## src/rtl/text_writer_pkg.sv

```systemverilog
// Shared types and constants for the text writer: screen geometry, field widths,
// command opcodes, FSM states and the cell-write payload.
package text_writer_pkg;

    localparam int unsigned TEXTCOLS_CHAR = 80;
    localparam int unsigned TEXTROWS_CHAR = 30;
    localparam int unsigned COLS_W        = 7;
    localparam int unsigned ROWS_W        = 6;
    localparam int unsigned CHARATTR_W    = 16;
    localparam int unsigned WOP_W         = 2;

    typedef enum logic [WOP_W-1:0] {
        WOP_PUT     = 2'd0,
        WOP_NEWLINE = 2'd1,
        WOP_CLEAR   = 2'd2,
        WOP_GOTO    = 2'd3
    } wop_e;

    typedef enum logic {
        ST_IDLE = 1'b0,
        ST_FILL = 1'b1
    } tw_state_e;

    typedef struct packed {
        logic [COLS_W-1:0]     x;
        logic [ROWS_W-1:0]     y;
        logic [CHARATTR_W-1:0] value;
    } cell_write_t;

endpackage

```

## src/rtl/text_cursor_counter.sv

```systemverilog
// Column/row counter with increment, newline, clamped load and optional
// end-of-line wrap. Used for both the text cursor and the clear-fill position.
module text_cursor_counter
    import text_writer_pkg::*;
#(
    parameter int unsigned COLS     = TEXTCOLS_CHAR,
    parameter int unsigned ROWS     = TEXTROWS_CHAR,
    parameter bit          LINEWRAP = 1'b1
) (
    input  logic              clk,
    input  logic              reset,
    input  logic              i_inc,
    input  logic              i_newline,
    input  logic              i_load,
    input  logic [COLS_W-1:0] i_load_x,
    input  logic [ROWS_W-1:0] i_load_y,
    output logic [COLS_W-1:0] o_x,
    output logic [ROWS_W-1:0] o_y
);

    localparam logic [COLS_W-1:0] X_MAX = COLS_W'(COLS - 1);
    localparam logic [ROWS_W-1:0] Y_MAX = ROWS_W'(ROWS - 1);

    logic [COLS_W-1:0] r_x;
    logic [ROWS_W-1:0] r_y;
    logic [COLS_W-1:0] w_x_nxt;
    logic [ROWS_W-1:0] w_y_nxt;
    logic [ROWS_W-1:0] w_y_adv;

    assign w_y_adv = (r_y == Y_MAX) ? '0 : r_y + ROWS_W'(1);

    // Load wins over newline, newline over increment.
    always_comb begin
        w_x_nxt = r_x;
        w_y_nxt = r_y;
        if (i_load) begin
            w_x_nxt = (i_load_x > X_MAX) ? X_MAX : i_load_x;
            w_y_nxt = (i_load_y > Y_MAX) ? Y_MAX : i_load_y;
        end else if (i_newline) begin
            w_x_nxt = '0;
            w_y_nxt = w_y_adv;
        end else if (i_inc) begin
            if (r_x != X_MAX) begin
                w_x_nxt = r_x + COLS_W'(1);
            end else if (LINEWRAP) begin
                w_x_nxt = '0;
                w_y_nxt = w_y_adv;
            end
        end
    end

    always_ff @(posedge clk or posedge reset) begin
        if (reset) begin
            r_x <= '0;
            r_y <= '0;
        end else begin
            r_x <= w_x_nxt;
            r_y <= w_y_nxt;
        end
    end

    assign o_x = r_x;
    assign o_y = r_y;

endmodule

```

## src/rtl/text_writer.sv

```systemverilog
// Command-driven producer for the video memory write port: PUT / NEWLINE / GOTO /
// CLEAR. Define TEXT_WRITER_LINEWRAP_EN to make PUT wrap to the next line.
module text_writer
    import text_writer_pkg::*;
#(
    parameter int unsigned COLS = TEXTCOLS_CHAR,
    parameter int unsigned ROWS = TEXTROWS_CHAR
) (
    input  logic                  clk,
    input  logic                  reset,
    input  logic                  cmd_valid,
    output logic                  cmd_ready,
    input  logic [WOP_W-1:0]      cmd_op,
    input  logic [CHARATTR_W-1:0] cmd_data,
    input  logic [COLS_W-1:0]     cmd_x,
    input  logic [ROWS_W-1:0]     cmd_y,
    output logic                  write,
    output logic [COLS_W-1:0]     xtextwrite,
    output logic [ROWS_W-1:0]     ytextwrite,
    output logic [CHARATTR_W-1:0] value,
    output logic                  busy
);

`ifdef TEXT_WRITER_LINEWRAP_EN
    localparam bit CURSOR_WRAP = 1'b1;
`else
    localparam bit CURSOR_WRAP = 1'b0;
`endif

    localparam logic [COLS_W-1:0] X_MAX = COLS_W'(COLS - 1);
    localparam logic [ROWS_W-1:0] Y_MAX = ROWS_W'(ROWS - 1);

    tw_state_e             r_state;
    tw_state_e             w_state_nxt;
    logic                  r_write;
    logic                  w_write_nxt;
    cell_write_t           r_wr;
    cell_write_t           w_wr_nxt;
    logic                  r_busy;
    logic                  w_busy_nxt;
    logic                  r_cmd_ready;
    logic                  w_ready_nxt;
    logic [CHARATTR_W-1:0] r_fill_val;
    logic [CHARATTR_W-1:0] w_fill_val_nxt;
    logic                  r_fill_last;
    logic                  w_fill_last_nxt;

    logic                  w_accept;
    logic                  w_cur_inc;
    logic                  w_cur_nl;
    logic                  w_cur_load;
    logic [COLS_W-1:0]     w_cur_ld_x;
    logic [ROWS_W-1:0]     w_cur_ld_y;
    logic [COLS_W-1:0]     w_cur_x;
    logic [ROWS_W-1:0]     w_cur_y;
    logic                  w_fill_inc;
    logic [COLS_W-1:0]     w_fill_x;
    logic [ROWS_W-1:0]     w_fill_y;
    logic                  w_fill_last_c;

    text_cursor_counter #(
        .COLS     (COLS),
        .ROWS     (ROWS),
        .LINEWRAP (CURSOR_WRAP)
    ) u_cursor (
        .clk       (clk),
        .reset     (reset),
        .i_inc     (w_cur_inc),
        .i_newline (w_cur_nl),
        .i_load    (w_cur_load),
        .i_load_x  (w_cur_ld_x),
        .i_load_y  (w_cur_ld_y),
        .o_x       (w_cur_x),
        .o_y       (w_cur_y)
    );

    // Fill position always wraps, so it rests at (0,0) whenever the FSM is idle.
    text_cursor_counter #(
        .COLS     (COLS),
        .ROWS     (ROWS),
        .LINEWRAP (1'b1)
    ) u_fill (
        .clk       (clk),
        .reset     (reset),
        .i_inc     (w_fill_inc),
        .i_newline (1'b0),
        .i_load    (1'b0),
        .i_load_x  ('0),
        .i_load_y  ('0),
        .o_x       (w_fill_x),
        .o_y       (w_fill_y)
    );

    assign w_accept      = cmd_valid && r_cmd_ready;
    assign w_fill_last_c = (w_fill_x == X_MAX) && (w_fill_y == Y_MAX);

    // Next-state and next-output logic.
    always_comb begin
        w_state_nxt     = r_state;
        w_write_nxt     = 1'b0;
        w_wr_nxt        = r_wr;
        w_busy_nxt      = 1'b0;
        w_ready_nxt     = 1'b1;
        w_fill_val_nxt  = r_fill_val;
        w_fill_last_nxt = r_fill_last;
        w_cur_inc       = 1'b0;
        w_cur_nl        = 1'b0;
        w_cur_load      = 1'b0;
        w_cur_ld_x      = '0;
        w_cur_ld_y      = '0;
        w_fill_inc      = 1'b0;

        unique case (r_state)
            ST_IDLE: begin
                if (w_accept) begin
                    unique case (wop_e'(cmd_op))
                        WOP_PUT: begin
                            w_write_nxt    = 1'b1;
                            w_wr_nxt.x     = w_cur_x;
                            w_wr_nxt.y     = w_cur_y;
                            w_wr_nxt.value = cmd_data;
                            w_cur_inc      = 1'b1;
                        end
                        WOP_NEWLINE: begin
                            w_cur_nl = 1'b1;
                        end
                        WOP_GOTO: begin
                            w_cur_load = 1'b1;
                            w_cur_ld_x = cmd_x;
                            w_cur_ld_y = cmd_y;
                        end
                        WOP_CLEAR: begin
                            // First fill cell is written in the cycle right after acceptance.
                            w_state_nxt     = ST_FILL;
                            w_write_nxt     = 1'b1;
                            w_wr_nxt.x      = w_fill_x;
                            w_wr_nxt.y      = w_fill_y;
                            w_wr_nxt.value  = cmd_data;
                            w_fill_val_nxt  = cmd_data;
                            w_fill_inc      = 1'b1;
                            w_fill_last_nxt = w_fill_last_c;
                            w_busy_nxt      = 1'b1;
                            w_ready_nxt     = 1'b0;
                        end
                        default: ;
                    endcase
                end
            end
            ST_FILL: begin
                if (r_fill_last) begin
                    w_state_nxt     = ST_IDLE;
                    w_fill_last_nxt = 1'b0;
                    w_cur_load      = 1'b1;
                end else begin
                    w_write_nxt     = 1'b1;
                    w_wr_nxt.x      = w_fill_x;
                    w_wr_nxt.y      = w_fill_y;
                    w_wr_nxt.value  = r_fill_val;
                    w_fill_inc      = 1'b1;
                    w_fill_last_nxt = w_fill_last_c;
                    w_busy_nxt      = 1'b1;
                    w_ready_nxt     = 1'b0;
                end
            end
            default: begin
                w_state_nxt = ST_IDLE;
            end
        endcase
    end

    always_ff @(posedge clk or posedge reset) begin
        if (reset) begin
            r_state     <= ST_IDLE;
            r_write     <= 1'b0;
            r_wr        <= '0;
            r_busy      <= 1'b0;
            r_cmd_ready <= 1'b0;
            r_fill_val  <= '0;
            r_fill_last <= 1'b0;
        end else begin
            r_state     <= w_state_nxt;
            r_write     <= w_write_nxt;
            r_wr        <= w_wr_nxt;
            r_busy      <= w_busy_nxt;
            r_cmd_ready <= w_ready_nxt;
            r_fill_val  <= w_fill_val_nxt;
            r_fill_last <= w_fill_last_nxt;
        end
    end

    assign cmd_ready  = r_cmd_ready;
    assign write      = r_write;
    assign xtextwrite = r_wr.x;
    assign ytextwrite = r_wr.y;
    assign value      = r_wr.value;
    assign busy       = r_busy;

endmodule

```

## config.mk

```make
export PLATFORM = sky130hd
export DESIGN_NAME = text_writer
export DESIGN_NICKNAME = d
export VERILOG_FILES = /design/src/rtl/text_writer_pkg.sv /design/src/rtl/text_cursor_counter.sv /design/src/rtl/text_writer.sv
export SDC_FILE = /design/constraint.sdc
export NUM_CORES = 1
export LEC_CHECK = 0
export ABC_AREA = 1
export CELL_PAD_IN_SITES_DETAIL_PLACEMENT = 1
export CELL_PAD_IN_SITES_GLOBAL_PLACEMENT = 1
export CORE_UTILIZATION = 42
export CTS_BUF_LIST = sky130_fd_sc_hd__clkbuf_8 sky130_fd_sc_hd__clkbuf_16
export DETAILED_ROUTE_END_ITERATION = 10
export PLACE_DENSITY_LB_ADDON = 0.25
export SLEW_MARGIN = 20
export SYNTH_ARGS = -nofsm -noshare
export SYNTH_HDL_FRONTEND = slang
export SYNTH_SLANG_ARGS = --single-unit
```

## constraint.sdc

```tcl
create_clock -name clk -period 5.8 [get_ports clk]
set_clock_uncertainty 0.1 [all_clocks]
set_input_delay 1.16 -clock clk [delete_from_list [all_inputs] [get_ports clk]]
set_output_delay 1.16 -clock clk [all_outputs]
set_load 0.05 [all_outputs]
```

---- Word-level counts from Yosys, hierarchy flattened ----
Cells that the tools add are included.
Widths: inputs -> output; s select.
storage, ports and cells
  register bits ........................... 75
  input bits .............................. 34
  logic and storage cells ................. 89
  output and inout bits ................... 32
cells by class
  eq/ne operators ......................... 12
  bitwise operators ....................... 2
  multiplexer cells ....................... 45
  $add $sub $neg .......................... 4
  reductions and logical operators ........ 12
  magnitude comparators ................... 2
operators with widths
  cell                 number
  $pmux 29 s2          2
  $mux 7               9
  $mux 29              2
  $mux 6               8
  $mux 1               19
  $add 7x1->7 const B  2
  $ne 7x7->1 const B   2
  $add 6x1->6 const B  2
  $eq 6x5->1 const B   2
  $pmux 1 s2           5
  $eq 7x7->1 const B   1
  $gt 7x7->1 const B   1
  $gt 6x5->1 const B   1
  $reduce_and 2->1     3
  $reduce_and 3->1     2
  $reduce_bool 3->1    2
  $eq 2x2->1 const B   2
  $ne 2x2->1 const B   2
  $ne 3x1->1 const B   1
  $eq 2x1->1 const B   1
  $logic_and 1x1->1    2
  $logic_not 2->1      1
  $ne 2x1->1 const B   1
  $not 1->1            2
  other kinds (2)      2

---- Depth between registers and ports, before layout ----
Gate-level depths: netlist of run 1.
  word-level depth ........................ 7
  mapped depth ............................ 9
  depth with buffers taken out ............ 9

---- Cells and area by module ----
A second synthesis of run 1 with hierarchy kept.
second synthesis, totals
  cell total of the unflattened synthesis .. 629
  area, all modules ....................... 4,490.6 µm²
modules (own cells, without submodules)
  module                           seq. area each (µm²)  times used  cells each  area an instance (µm²)
  text_writer                      1,226.2               1           325         2,464.9
  text_cursor_counter at u_fill    325.3                 1           160         1,064.8
  text_cursor_counter at u_cursor  325.3                 1           144         960.9

---- Least setup slack after synthesis of run 1 ----
No wires, ideal clock.
  path type ............................... input -> register
  start point ............................. input port cmd_valid
  end point ............................... register u_cursor.r_x[3], in the netlist u_cursor.o_x[3]
  setup slack ............................. 3.566 ns
  required time ........................... 5.634 ns
  arrival ................................. 2.068 ns
  cell stages on the path ................. 8
  setup time .............................. 0.066 ns
  buffers on the path ..................... 0
  cells stage by stage .................... nand2_1 nor2_4 nand2_4 nor2_1 nand2_1 nand2_2 o21ai_0 nand2_1
on the way
  word-level cells in the longest chain between the ends .. 6
  elaborated cells between the ends (all ways) .. 16
  classes of those cells .................. order compare: 1; mux: 11; reduce/logical: 4
RTL lines
  element               line                       RTL
  start, declared       text_writer.sv:11          input logic cmd_valid,
  $logic_and 1x1->1 *   text_writer.sv:94          assign w_accept = cmd_valid && r_cmd_ready;
  $mux 7                text_writer.sv:115         if (w_accept) begin
  $mux 7                text_writer.sv:113         unique case (r_state)
  $gt 7x7->1            text_cursor_counter.sv:37  w_x_nxt = (i_load_x > X_MAX) ? X_MAX : i_load_x;
  $mux 7                text_cursor_counter.sv:37
  $mux 7                text_cursor_counter.sv:36  if (i_load) begin
  end signal, assigned  text_cursor_counter.sv:57  r_x <= w_x_nxt;
  end, declared         text_cursor_counter.sv:24  logic [COLS_W-1:0] r_x;
Mark *: on every way between the ends. The rest lies on a longest branch, timed or not.
A chain may end at the register's enable or synchronous reset.

---- Worst setup path after layout of run 1 ----
  start point ............................. input port cmd_valid
  end point ............................... register r_fill_val[14]
on the way
  word-level cells in the longest chain between the ends .. 2
RTL lines
  element                     line                RTL
  $logic_and 1x1->1           text_writer.sv:94
  $reduce_and 3->1 (no line)  -
  end signal, assigned        text_writer.sv:186  r_fill_val <= w_fill_val_nxt;
  end, declared               text_writer.sv:43   logic [CHARATTR_W-1:0] r_fill_val;
Every way passes these cells.

==> metrics.md, run 1 <==
| Metric | Value |
|---|---|
| Row Count | `35` |
| Slew @ Worst Pin | `approximately 1000 ps` |
| Post-Synthesis Cells | `504` |
| Die Wd | `99.1 um` |
| Vias in the first global route | `3590` |
| Switch share | `0.439` |
| Fin cells | `680` |
| Peak Freq | `0.332 GHz` |
| Hold worst-path end | `r_fill_val[2]` |
| CTS Buf Count | `9` |
| 1st-pass router iterations | `4` |
| Post-Syn Nets | `544` |
| CP peak stage delay | `slightly above 700 ps` |
| Congestion Overflow GR | `0` |
| Clk sinks | `75` |
| Area grow syn2layout | `23.6%` |
| Port bufs | `65` |
| Mean area per synthesized cell | `7.86 um2` |
| Skew-Pair Late Insertion Delay | `~340 ps` |
| Post-synthesis sequential area ratio | `0.474` |
| Synthesized cell area | `3960 um2` |
| I/O pins | `66` |
| Most common cell in the netlist | `nand2_1` |
| Hold_sp | `r_fill_val[2]` |
| Tightest Hold Check Type | `register to register` |
| First-pass GRT wire length | `~17 mm` |
| TNS Setup | `0 ps` |
| Routed Antenna Nets | `0` |
| DRT iter0 DRCs | `111` |
| Worst-case clock buffer depth | `2` |
| RR Endpoint | `u_cursor.o_x[1]` |
| Setup Buffers After CTS | `0` |
| Total power draw | `2.44 mW` |
| H-tree Lvls | `3` |
| WL per Instance | `14.8 um` |
| Crit path capture type | `register` |
| Fin crit period | `3010 ps` |
| Max-slew violations | `0` |
| Unrepaired setup endpoints after global routing | `no` |
| Post_cts resized | `0` |
| Final setup vio count | `0` |
| Synth cell types | `27` |
| Via Count | `3495` |
| Initial antenna violation count | `0` |
| Setup ws final | `2790 ps` |
| Top post-synthesis cells by count | `nand2_1, dfrtp_1, inv_1` |
| CTS Root Cell | `clkbuf_8` |
| Starting Density | `0.431` |
| CP max FO | `32` |
| Crit path DAT | `3140 ps` |
| Reg2reg setup slack | `3310 ps` |
| Drt total wl | `10.0 mm` |
| Critical Path Slowest Stage Cell | `nand3_1` |
| DRC viols | `0` |
| Die height | `99.1 um` |
| EDFF count, synth | `0` |
| Clk slew on worst S/H paths | `90 ps` |
| Hpwl dp | `7.33 mm` |
| Cell taking the most area after synthesis | `dfrtp_1` |
| Placer Congestion | `0.841` |
| Dpl cells | `664` |
| Async SR Flop Fraction | `1.00` |
| Max VDD drop | `0.258 mV` |
| DP Worst Slack | `2400 ps` |
| PwrDens | `between 400 and 500 nW/um2` |
| Worst path cell trace | `clkdlybuf4s50_1 -> nand2_1 -> nor2_4 -> nand3_1 -> o21ai_0` |
| Clk pwr share | `0.192` |
| Hold depth | `2` |
| ANT cells | `0` |
| Cell area after placement | `4660 um2` |
| Max cap viols | `0` |
| Largest delay contributor family on the critical path | `simple AND/OR/NAND/NOR gates` |
| CTS tree | `done` |
| Final non-filler cell area | `about 4900 um2` |
| Yosys top cell area share | `0.474` |
| Largest net degree at the start of global routing | `52` |
| Internal power | `between 1 and 1.5 mW` |
| R2R Path Start | `busy` |
| YS warnings | `0` |
| Die ar. | `roughly 9800 um2` |
| Part of the power in combinational logic | `0.442` |
| Top FF cell, synth | `dfrtp_1` |
| Data required time at the worst endpoint | `just under 6000 ps` |
| Vias/cell | `5.14` |
| Post-layout nets | `604` |
| Gr usage total | `0.217` |
| Slew margin rel. | `0.332` |
| CTS hold repair buffers | `0` |
| #FFs+latches synth | `75` |
| R2r worst-path depth | `7` |
| CP bufs+invs | `1` |
| Leak Pwr | `~2.4 nW` |
| Ratio of cells with drive above 1 in the final layout | `0.0545` |
| Sw Pwr | `1.07 mW` |
| Synth top area cells | `dfrtp_1, nand2_1, o21ai_0, inv_1, nand3_1` |
| Core area | `approximately 9200 um2` |
| Final hold violations | `0` |
| Setup Crit Path Kind | `primary input to register` |
| Final period util | `0.519` |
| Seq pwr share | `0.366` |
| Crit start category | `primary input` |
| Status | `finished clean` |
-- layout make-up --
cell class / instances / area, um2
Fill cell: 1133 / 4300
Sequential cell: 75 / 1880
Multi-Input combinational cell: 352 / 1760
Timing Repair Buffer: 66 / 658
Inverter: 60 / 225
Clock buffer: 11 / 151
Tap cell: 111 / 139
Clock inverter: 5 / 85.1
-- state kept, by name (all words and copies together) (netlist names) --
name and cells:
r_fill_last 1, xtextwrite 7, value 16, u_fill.o_y 6
ytextwrite 6, cmd_ready 1, u_fill.o_x 7, u_cursor.o_y 6
write 1, busy 1, u_cursor.o_x 7, r_fill_val 16
-- layer usage --
layer | up-vias | share of wire | global-route usage
li1 | 1744 | - | -
met1 | 1691 | 0.45 | 0.273
met2 | 51 | 0.51 | 0.398
met3 | 9 | 0.025 | 0.0281
met4 | 0 | 0.0095 | 0.0520
met5 | - | 0 | 0
-- power groups by stage --
| stage | Sequential, mW | Combinational, mW | Clock [mW] |
|---|---|---|---|
| after floorplan | 1.19 | 0.442 | 0 |
| after global placement | 0.889 | 1.05 | 0 |
| after detailed placement | 0.901 | 1.09 | 0 |
| after CTS | 0.894 | 1.09 | 0.479 |
| after global routing | 0.923 | 1.18 | 0.495 |
| final | 0.892 | 1.08 | 0.468 |
-- worst max-delay path by stage --
stage,startpoint,cells past startpoint,to,slack [ps]
finish,cmd_valid,5,r_fill_val[14],2790
global route,cmd_valid,5,r_fill_val[14],2520
CTS,cmd_valid,5,r_fill_val[8],2750
detailed placement,cmd_valid,5,r_fill_val[14],2400
global placement,cmd_valid,5,r_fill_val[4],2580
floorplan,reset,1,busy,2630
-- per-stage QoR --
| stage | hold slack [ps] | utilization |
|---|---|---|
| floorplan | 348 | - |
| global route | 407 | 0.532 |
| CTS | 393 | 0.532 |
| finish | 384 | 0.532 |
| detailed placement | 371 | 0.507 |
| global placement | 360 | 0.507 |
-- worst register-to-register path, delay by kind of cell, from the launching register on --
kind | cells | cell delay (ps)
compound gates | 1 | 90
simple gates | 4 | 1040
buf+inv | 2 | 670
flops | 1 | 490
-- cells by family (layout without fill, tap and decap cells) --
kind of cell	Yosys count	after routing	share of synthesized area
compound gates	87	87	0.133
flops	75	75	0.474
fa+ha+maj	6	6	0.0190
buf+inv	77	142	0.0821
xor+xnor	7	7	0.0155
simple gates	252	252	0.277
-- cell usage in the layout (no fill, tap or decap), types with 11 or more instances in the layout --
cell and count:
inv_1 55, dfrtp_1 75, o21a_1 22, o21ai_0 48, nor2_1 27, o211ai_1 13
clkbuf_8 11, nand3_1 41, nand2_1 161, clkdlybuf4s50_1 65
Power figures use the tool's default switching activity.
==> inputs of run 2 (changes only) <==
--- a/config.mk
+++ b/config.mk
@@ -8,7 +8,7 @@
 export ABC_AREA = 1
 export CELL_PAD_IN_SITES_DETAIL_PLACEMENT = 1
 export CELL_PAD_IN_SITES_GLOBAL_PLACEMENT = 1
-export CORE_UTILIZATION = 42
+export CORE_UTILIZATION = 35
 export CTS_BUF_LIST = sky130_fd_sc_hd__clkbuf_8 sky130_fd_sc_hd__clkbuf_16
 export DETAILED_ROUTE_END_ITERATION = 10
 export PLACE_DENSITY_LB_ADDON = 0.25
==> constraint.sdc (replaced) <==
create_clock -name clk -period 2.7 [get_ports clk]
set_clock_uncertainty 0.1 [all_clocks]
set_input_delay 0.54 -clock clk [delete_from_list [all_inputs] [get_ports clk]]
set_output_delay 0.54 -clock clk [all_outputs]
set_load 0.05 [all_outputs]
==> run 2 against run 1 <==
  * First-iteration DRC count rose by 39%
  * Largest cell class unchanged
  * Setup slack got worse by 2400 ps
  * Sequential cell count did not move
  * Worst hold slack got worse by 1.1 ps
==> metrics.md, run 2 (synthesis gave the netlist of run 1 again) <==
| Metric | Value |
|---|---|
| PwrDens | `1110 nW/um2 (+120%)` |
| Gr usage total | `0.213 (-0.00389)` |
| Row Count | `38 (+8.6%)` |
| Post-layout nets | `611 (+1.2%)` |
| Die Wd | `108 um (+9.4%)` |
| Peak Freq | `0.426 GHz` |
| I/O pins | `66 (unchanged)` |
| Internal power | `3.28 mW (+140%)` |
| Fill count | `1328 (+17%)` |
| Final setup vio count | `0 (unchanged)` |
| Core area | `10900 um2 (+19%)` |
| Unrepaired setup endpoints after global routing | `no` |
| Skew-Pair Late Insertion Delay | `330 ps (about the same)` |
| First-pass GRT wire length | `19.2 mm (+13%)` |
| Area grow syn2layout | `28.8%` |
| Congestion Overflow GR | `0 (unchanged)` |
| Commonest cells after routing, fill and taps aside | `nand2_1, dfrtp_1, clkdlybuf4s50_1, inv_1, o21ai_0` |
| Setup ws final | `354 ps (-2440 ps)` |
| CP max FO | `4 (-88%)` |
| Max VDD drop | `0.581 mV (+130%)` |
| Slew @ Worst Pin | `557 ps (-442 ps)` |
| Clk sinks | `75 (unchanged)` |
| Max-slew violations | `0 (unchanged)` |
| Initial antenna violation count | `0 (unchanged)` |
| Max cap viols | `0 (unchanged)` |
| Critical Path Slowest Stage Cell | `clkdlybuf4s50_1` |
| Leak Pwr | `2.44 nW (+3.7%)` |
| 1st-pass router iterations | `4 (unchanged)` |
| DRT iter0 DRCs | `154 (+39%)` |
| CTS tree | `done` |
| Clk pwr share | `0.243 (+0.051)` |
| CTS hold repair buffers | `0 (unchanged)` |
| TNS Setup | `0 ps (unchanged)` |
| Largest delay contributor family on the critical path | `buffers and inverters` |
| Final non-filler cell area | `5100 um2 (+4.2%)` |
| Tightest Hold Check Type | `register to register` |
| Multi-input gate area | `1760 um2 (unchanged)` |
| Setup Buffers After CTS | `0 (unchanged)` |
| CTS Root Cell | `clkbuf_16` |
| Die height | `108 um (+9.4%)` |
| Routed Antenna Nets | `0 (unchanged)` |
| Crit path DAT | `1710 ps (-1430 ps)` |
| CTS Buf Count | `9 (unchanged)` |
| Sw Pwr | `2.40 mW (+120%)` |
| Cell area after placement | `4760 um2 (+2.2%)` |
| Clk slew on worst S/H paths | `60 ps (-30 ps)` |
| DRC viols | `0 (unchanged)` |
| Vias/cell | `5.03 (-2.1%)` |
| DP Worst Slack | `345 ps (-2050 ps)` |
| Switch share | `0.422 (-0.0173)` |
| Port bufs | `65 (unchanged)` |
| CP bufs+invs | `1 (unchanged)` |
| Drt total wl | `11.1 mm (+10%)` |
| FF+latch area | `1880 um2 (unchanged)` |
| Hpwl dp | `7.91 mm (+7.9%)` |
| Via Count | `3601 (+3.0%)` |
| Hold_ws | `383 ps (-1.12 ps)` |
| Starting Density | `0.362 (-0.0685)` |
| WL per Instance | `15.4 um (+4.6%)` |
| Seq pwr share | `0.340 (-0.026)` |
| Final hold violations | `0 (unchanged)` |
| Part of the power in combinational logic | `0.417 (-0.025)` |
| Worst path cell trace | `clkdlybuf4s50_1` |
| Setup Crit Path Kind | `register to primary output` |
| H-tree Lvls | `3 (unchanged)` |
| Crit start category | `register` |
| Worst-case clock buffer depth | `2 (unchanged)` |
| Slew margin rel. | `0.627 (+0.295)` |
| Post_cts resized | `0 (unchanged)` |
| Status | `finished clean` |
| Data required time at the worst endpoint | `2060 ps (-3870 ps)` |
| Commonest non-fill, non-tap cell in the layout | `nand2_1` |
| Placer Congestion | `0.841 (about the same)` |
| Fin crit period | `2350 ps` |
| Die ar. | `11700 um2 (+20%)` |
| Final period util | `0.869` |
| Ratio of cells with drive above 1 in the final layout | `0.0660 (+0.0115)` |
| Vias in the first global route | `3916 (+9.1%)` |
| Crit path capture type | `primary output` |
| ANT cells | `0 (unchanged)` |
| Largest net degree at the start of global routing | `52 (unchanged)` |
| CP peak stage delay | `860 ps (+140 ps)` |
run 2: cell types whose count changed in the layout (fill, tap and decap cells not counted), sizes merged:
cell    before  now
clkbuf      11    9
bufinv       2    3
buf          1    8
clkinv       2    3
run 2: worst paths after layout:
check,slack (ps),endpoint,startpoint,cells past startpoint
min in group asynchronous,450,r_fill_val[14],reset,2
min reg2reg,380,r_fill_val[1],r_fill_val[1],2
max in group asynchronous,1370,value[4],reset,3
max reg2reg,940,u_cursor.o_x[0],busy,7
min,380,r_fill_val[1],r_fill_val[1],2
max,350,busy,busy,1
run 2: cell type report:
cell class | count | area share
clock buffer | 9 | 0.0442
clock inverter | 7 | 0.0228
inverter | 60 | 0.0442
multi-input combinational | 352 | 0.345
sequential | 75 | 0.368
tap | 140 | 0.0343
timing repair buffer | 73 | 0.142
run 2: per-stage QoR:
| step | total power [mW] | utilization | instances |
|---|---|---|---|
| 4_1_cts | 5.75 | 0.466 | 716 |
| 3_5_place_dp | 4.32 | 0.435 | 700 |
| 3_3_place_gp | 4.25 | 0.435 | 700 |
| 6_report | 5.68 | 0.466 | 716 |
| 5_1_grt | 6.06 | 0.466 | 716 |
| 2_1_floorplan | 3.50 | - | 504 |
run 2: routing by layer:
metal  track usage  routed length [um]
met3        0.0271                 282
met4        0.0801                 203
met1         0.268                4980
met5             0                   0
met2         0.374                5590
run 2: power by group through the flow:
stage,Sequential [mW],Clock (mW),Combinational (mW)
final,1.93,1.38,2.37
after global routing,2.00,1.46,2.60
after CTS,1.94,1.42,2.40
after detailed placement,1.95,0,2.37
after global placement,1.93,0,2.32
after floorplan,2.55,0,0.949
